$ cat config.mk
export PLATFORM = sky130hd
export DESIGN_NAME = rot_sched
export DESIGN_NICKNAME = d
export VERILOG_FILES = /design/src/rtl/rot_pkg.sv /design/src/rtl/rotl_core.sv /design/src/rtl/rot_sched.sv
export SDC_FILE = /design/constraint.sdc
export NUM_CORES = 1
export LEC_CHECK = 0
export BUFFER_PORTS_ARGS = -buffer_cell sky130_fd_sc_hd__buf_2
export CAP_MARGIN = 25
export CORE_MARGIN = 10
export CORE_UTILIZATION = 41
export DETAILED_ROUTE_END_ITERATION = 10
export PLACE_DENSITY = 0.74
export SYNTH_ARGS = -nofsm -noshare
export SYNTH_HDL_FRONTEND = slang
export SYNTH_SLANG_ARGS = --single-unit
$ cat constraint.sdc
create_clock -name clk -period 1.4 [get_ports clk]
set_input_delay 0.28 -clock clk [delete_from_list [all_inputs] [get_ports clk]]
set_output_delay 0.28 -clock clk [all_outputs]
set_load 0.03 [all_outputs]
$ cat src/rtl/rot_pkg.sv
// Shared types and constants for the two-requester rotate-left scheduler.
package rot_pkg;

    localparam int ROT_W   = 8;
    localparam int ROT_CW  = 3;
    localparam int ROT_IDW = 1;

    typedef enum logic [1:0] {
        IDLE = 2'd0,
        ROT  = 2'd1,
        DONE = 2'd2
    } rot_state_t;

endpackage

$ cat src/rtl/rotl_core.sv
// W-bit rotate-left register: synchronous load, one-bit rotate per enabled cycle.
module rotl_core
    import rot_pkg::*;
#(
    parameter int W = ROT_W
) (
    input  logic         clk,
    input  logic         rstn,
    input  logic         load_en,
    input  logic [W-1:0] load_val,
    input  logic         shift_en,
    output logic [W-1:0] rot_q
);

    // Rotator register; load has priority over shift.
    always_ff @(posedge clk or negedge rstn) begin
        if (!rstn) begin
            rot_q <= '0;
        end else if (load_en) begin
            rot_q <= load_val;
        end else if (shift_en) begin
            rot_q <= {rot_q[W-2:0], rot_q[W-1]};
        end else begin
            rot_q <= rot_q;
        end
    end

endmodule

$ cat src/rtl/rot_sched.sv
// Round-robin scheduler that feeds the shared rotator and returns tagged results.
module rot_sched
    import rot_pkg::*;
#(
    parameter int W  = ROT_W,
    parameter int CW = ROT_CW
) (
    input  logic          clk,
    input  logic          rstn,
    input  logic          req0_valid,
    output logic          req0_ready,
    input  logic [W-1:0]  req0_data,
    input  logic [CW-1:0] req0_amt,
    input  logic          req1_valid,
    output logic          req1_ready,
    input  logic [W-1:0]  req1_data,
    input  logic [CW-1:0] req1_amt,
    output logic          rsp_valid,
    input  logic          rsp_ready,
    output logic [W-1:0]  rsp_data,
    output logic          rsp_id,
    output logic          busy
);

    localparam logic [CW-1:0] CNT_ONE = {{(CW-1){1'b0}}, 1'b1};

    rot_state_t           state_q, state_d;
    logic [CW-1:0]        cnt_q, cnt_d;
    logic [ROT_IDW-1:0]   id_q, id_d;
    logic                 prio_q, prio_d;
    logic                 rsp_valid_q, rsp_valid_d;
    logic                 grant_s;
    logic [CW-1:0]        amt_s;
    logic                 load_en_s, shift_en_s;
    logic [W-1:0]         load_val_s;
    logic                 req0_ready_s, req1_ready_s;
    logic [W-1:0]         rot_q;

    rotl_core #(.W(W)) u_rotl_core (
        .clk      (clk),
        .rstn     (rstn),
        .load_en  (load_en_s),
        .load_val (load_val_s),
        .shift_en (shift_en_s),
        .rot_q    (rot_q)
    );

    // Arbiter, next-state logic and rotator control.
    always_comb begin
        state_d      = state_q;
        cnt_d        = cnt_q;
        id_d         = id_q;
        prio_d       = prio_q;
        rsp_valid_d  = rsp_valid_q;
        load_en_s    = 1'b0;
        shift_en_s   = 1'b0;
        req0_ready_s = 1'b0;
        req1_ready_s = 1'b0;

        if (req0_valid && req1_valid) begin
            grant_s = prio_q;
        end else if (req1_valid) begin
            grant_s = 1'b1;
        end else begin
            grant_s = 1'b0;
        end
        load_val_s = grant_s ? req1_data : req0_data;
        amt_s      = grant_s ? req1_amt  : req0_amt;

        case (state_q)
            IDLE: begin
                if (req0_valid || req1_valid) begin
                    req0_ready_s = ~grant_s;
                    req1_ready_s = grant_s;
                    load_en_s    = 1'b1;
                    cnt_d        = amt_s;
                    id_d         = grant_s;
                    prio_d       = ~grant_s;
                    if (amt_s == '0) begin
                        state_d     = DONE;
                        rsp_valid_d = 1'b1;
                    end else begin
                        state_d = ROT;
                    end
                end else begin
                    state_d = IDLE;
                end
            end
            ROT: begin
                shift_en_s = 1'b1;
                cnt_d      = cnt_q - CNT_ONE;
                if (cnt_q == CNT_ONE) begin
                    state_d     = DONE;
                    rsp_valid_d = 1'b1;
                end else begin
                    state_d = ROT;
                end
            end
            DONE: begin
                if (rsp_ready) begin
                    state_d     = IDLE;
                    rsp_valid_d = 1'b0;
                end else begin
                    state_d = DONE;
                end
            end
            default: begin
                state_d     = IDLE;
                rsp_valid_d = 1'b0;
            end
        endcase
    end

    // Scheduler state, counter, owner id, priority and response-valid flops.
    always_ff @(posedge clk or negedge rstn) begin
        if (!rstn) begin
            state_q     <= IDLE;
            cnt_q       <= '0;
            id_q        <= '0;
            prio_q      <= 1'b0;
            rsp_valid_q <= 1'b0;
        end else begin
            state_q     <= state_d;
            cnt_q       <= cnt_d;
            id_q        <= id_d;
            prio_q      <= prio_d;
            rsp_valid_q <= rsp_valid_d;
        end
    end

    // Readies are gated by reset so an asserted rstn blocks acceptance at once.
    assign req0_ready = rstn & req0_ready_s;
    assign req1_ready = rstn & req1_ready_s;
    assign rsp_valid  = rsp_valid_q;
    assign rsp_data   = rot_q;
    assign rsp_id     = id_q;
    assign busy       = (state_q != IDLE);

endmodule

==> impl_results.md <==
* NumNets Final at 178
* Vias in the first global route at 1,039
* Pre-antenna DRT Iters at 6
* Routed Antenna Nets at 0
* Vias per Instance at 5.47
* Sink Count at 16
* TritonCTS clock tree: yes
* CP endpoint kind: output pin
* Flop pwr share at 29.2%
* WL/cell at 16.2 um
* Final Hold Fails at 0
* Final HPWL DP at 2180 um
* Hold_sp: req0_data[0]
* Psw at 0.00144 W
* Post-DP Area at 1220 um2
* Clock Latency Late Sink at 280 ps
* Startpoint class of the critical path: flip-flop
* Worst flop-to-flop path endpoint: rsp_valid$_DFFE_PN0P_
* Congestion Overflow GR at 0
* Sequential area share after synthesis at 44.9%
* Initial Util at 44.1%
* Final std cells w/o fill at 175
* Max-slew violation count at 0
* Static Leak at 0.709 nW
* Max cap viols at 0
* Worst-path fanout max at 3
* Worst Hold Endpoint: u_rotl_core.rot_q[0]$_DFFE_PN0P_
* Wire length of the first global-routing pass at 4570 um
* FF-to-FF Start: prio_q$_DFFE_PN0P_
* Final setup viols at 2
* Slew Limit Headroom at 81.0%
* CTS Buf Count at 3
* Post-synthesis async set-or-reset flop share at 100%
* Diode count at 0
* Residual DRC count at 0
* Number of flops mapped to enable cells by yosys at 0
* Die ar. at 4440 um2
* Status: complete, but fails checks
* Top cells by area, synth: dfrtp_1 45%, mux2i_1 10%, a221oi_1 5.9%
* Longest Clk Path Bufs at 2
* Yosys cell types at 23
* # fillers at 151
* RSZ-0062 raised after global routing: yes
* Clock Skew at 4.89 ps
* Worst vdd ir at 1.53 mV
* PwrDens at 2240 nW/um2
* Synth top area share at 44.9%
* Largest net degree at the start of global routing at 12
* I/O Buffers at 39
* Final worst-path cycle share at 113%
* Arr. time, crit path at 1310 ps
* Comb pwr share at 61.0%
* R2R Setup Slk at 30 ps
* Area Growth Syn to Fin at 54.5%
* Yosys warns at 0
* Number of placement rows at 16
* Die height at 66.6 um
* Syn nets at 119
* Iteration-0 DRC count of the detailed router at 11
* Yosys reg bits at 16
* FMAX at 630 MHz
* Final Critical Period at 1590 ps
* Synth Flop Type: dfrtp_1
* Leading area contributor after synthesis: dfrtp_1
* Actual slew at the worst max-slew pin at 285 ps
* Worst r2r path cells at 3
* Io pins at 40
* Failing checks: negative setup slack
* Post-route cell area at 1380 um2
* H-Tree Depth at 1
* Sw frac at 46.6%
* Clock Root Buffer: clkbuf_4
* Synth Cell Area at 891 um2
* Critical path class: reg -> out
* Via count at 958
* Setup TNS at -314 ps
* Tightest Hold Check Type: in -> reg
* Antenna violations before repair at 0
* Cell count after synthesis at 90
* Routed WL at 2840 um
* Fraction of layout cells with a size suffix above 1 at 51.4%
* Pwr Total at 0.00309 W
* Cell Int Power at 0.00165 W
* Gpl congestion at 0.803
* Width of the die at 66.6 um
* Clk slew on worst S/H paths at 100 ps
* Placed cells at 166
* Worst Path Required at 1120 ps
* Syn_area_per_cell at 9.90 um2
* GRT Overall Usage at 12.7%
* Core ar. at 2020 um2
* Hold depth at 3
* Setup slack after layout at -188 ps
* Clk pwr share at 9.8%
state kept, by name, indices dropped and copies added, names as in the netlist:
name,flops
u_rotl_core.rot_q,8
rsp_id,1
cnt_q,3
state_q,2
prio_q,1
rsp_valid,1
routing by layer:
metal	up-vias	part of all wire (%)	track usage (%)
met1	454	42	14.8
met3	4	5.6	3.85
li1	459	-	-
met5	-	0	0
met4	0	1.5	2.36
met2	41	51	22.2
cells in the mapped netlist, types with 2 or more instances:
| master | instances |
|---|---|
| o21ai_0 | 3 |
| a211oi_1 | 2 |
| mux2i_1 | 9 |
| nand2_1 | 3 |
| a21oi_1 | 4 |
| nor2b_1 | 3 |
| a221o_1 | 2 |
| ha_1 | 2 |
| inv_1 | 6 |
| nor2_1 | 12 |
| a221oi_1 | 6 |
| and3_1 | 3 |
| nor3_1 | 4 |
| o22ai_1 | 7 |
| dfrtp_1 | 16 |
placed cells by master, fill, tap and decap left out, types with 2 or more instances in the layout:
| cell | instances |
|---|---|
| ha_1 | 2 |
| nor2b_1 | 2 |
| buf_4 | 15 |
| a221o_1 | 2 |
| clkbuf_4 | 3 |
| a21oi_1 | 3 |
| o22ai_1 | 7 |
| dlygate4sd3_1 | 2 |
| nor2_2 | 2 |
| a211oi_1 | 2 |
| a221oi_2 | 5 |
| buf_6 | 3 |
| o21ai_0 | 2 |
| dfrtp_1 | 16 |
| nand2_1 | 3 |
| buf_2 | 36 |
| and3_1 | 2 |
| inv_1 | 5 |
| nor3_1 | 2 |
| mux2i_1 | 9 |
| nor2_1 | 9 |
power by group through the flow:
stage	Sequential (W)	Combinational (W)	Clock, W
2_1_floorplan	0.00117	0.000820	0
3_3_place_gp	0.000878	0.00162	0
3_5_place_dp	0.000889	0.00166	0
4_1_cts	0.000892	0.00176	0.000308
5_1_grt	0.000933	0.00205	0.000325
6_report	0.000901	0.00189	0.000303
area by class of cell:
class | instances | area, um2 | share of cell area [%]
timing repair buffer | 56 | 347 | 25.2
tap | 27 | 33.8 | 2.45
multi-input combinational | 66 | 537 | 39.0
inverter | 6 | 22.5 | 1.64
sequential | 16 | 400 | 29.1
clock buffer | 4 | 36.3 | 2.64
worst max path at each step:
stage / end / slack (ps) / start / depth (start not counted)
CTS: req0_ready / -160 / state_q[0]$_DFF_PN0_ / 4
global placement: req0_ready / 10 / state_q[1]$_DFF_PN0_ / 4
detailed placement: cnt_q[2]$_DFFE_PN0P_ / -30 / state_q[1]$_DFF_PN0_ / 5
finish: req0_ready / -190 / state_q[0]$_DFF_PN0_ / 4
floorplan: state_q[1]$_DFF_PN0_ / -70 / prio_q$_DFFE_PN0P_ / 3
global route: req0_ready / -240 / state_q[0]$_DFF_PN0_ / 4
metrics by stage:
step	setup WS [ps]	util [%]	hold slack (ps)
finish	-188	68.1	243
global route	-239	68.1	246
CTS	-157	65.1	263
detailed placement	-31.8	60.2	216
global placement	11.5	60.2	216
floorplan	-71.0	-	-15.6
critical path, cell delays in order (launching register included):
cell and delay (ps):
dfrtp_1 420, nor2_4 150, and3_4 200, and2_4 140, buf_6 120
cell families after synthesis:
kind of cell / synth area share (%)
muxes: 11.8
buffers and inverters: 3.51
AOI/OAI and AO/OA: 23.5
adders and majority gates: 2.81
DFF: 44.9
and+or+nand+nor: 13.5
repair_timing:
item	4_1_cts	5_1_grt
hold buffers	2	0
gates resized for setup	8	13
pin swaps	3	4
setup endpoints to repair	9	12
buffers inserted	2	1
endpoints found under the hold margin	16	0
Power figures use the tool's default switching activity.
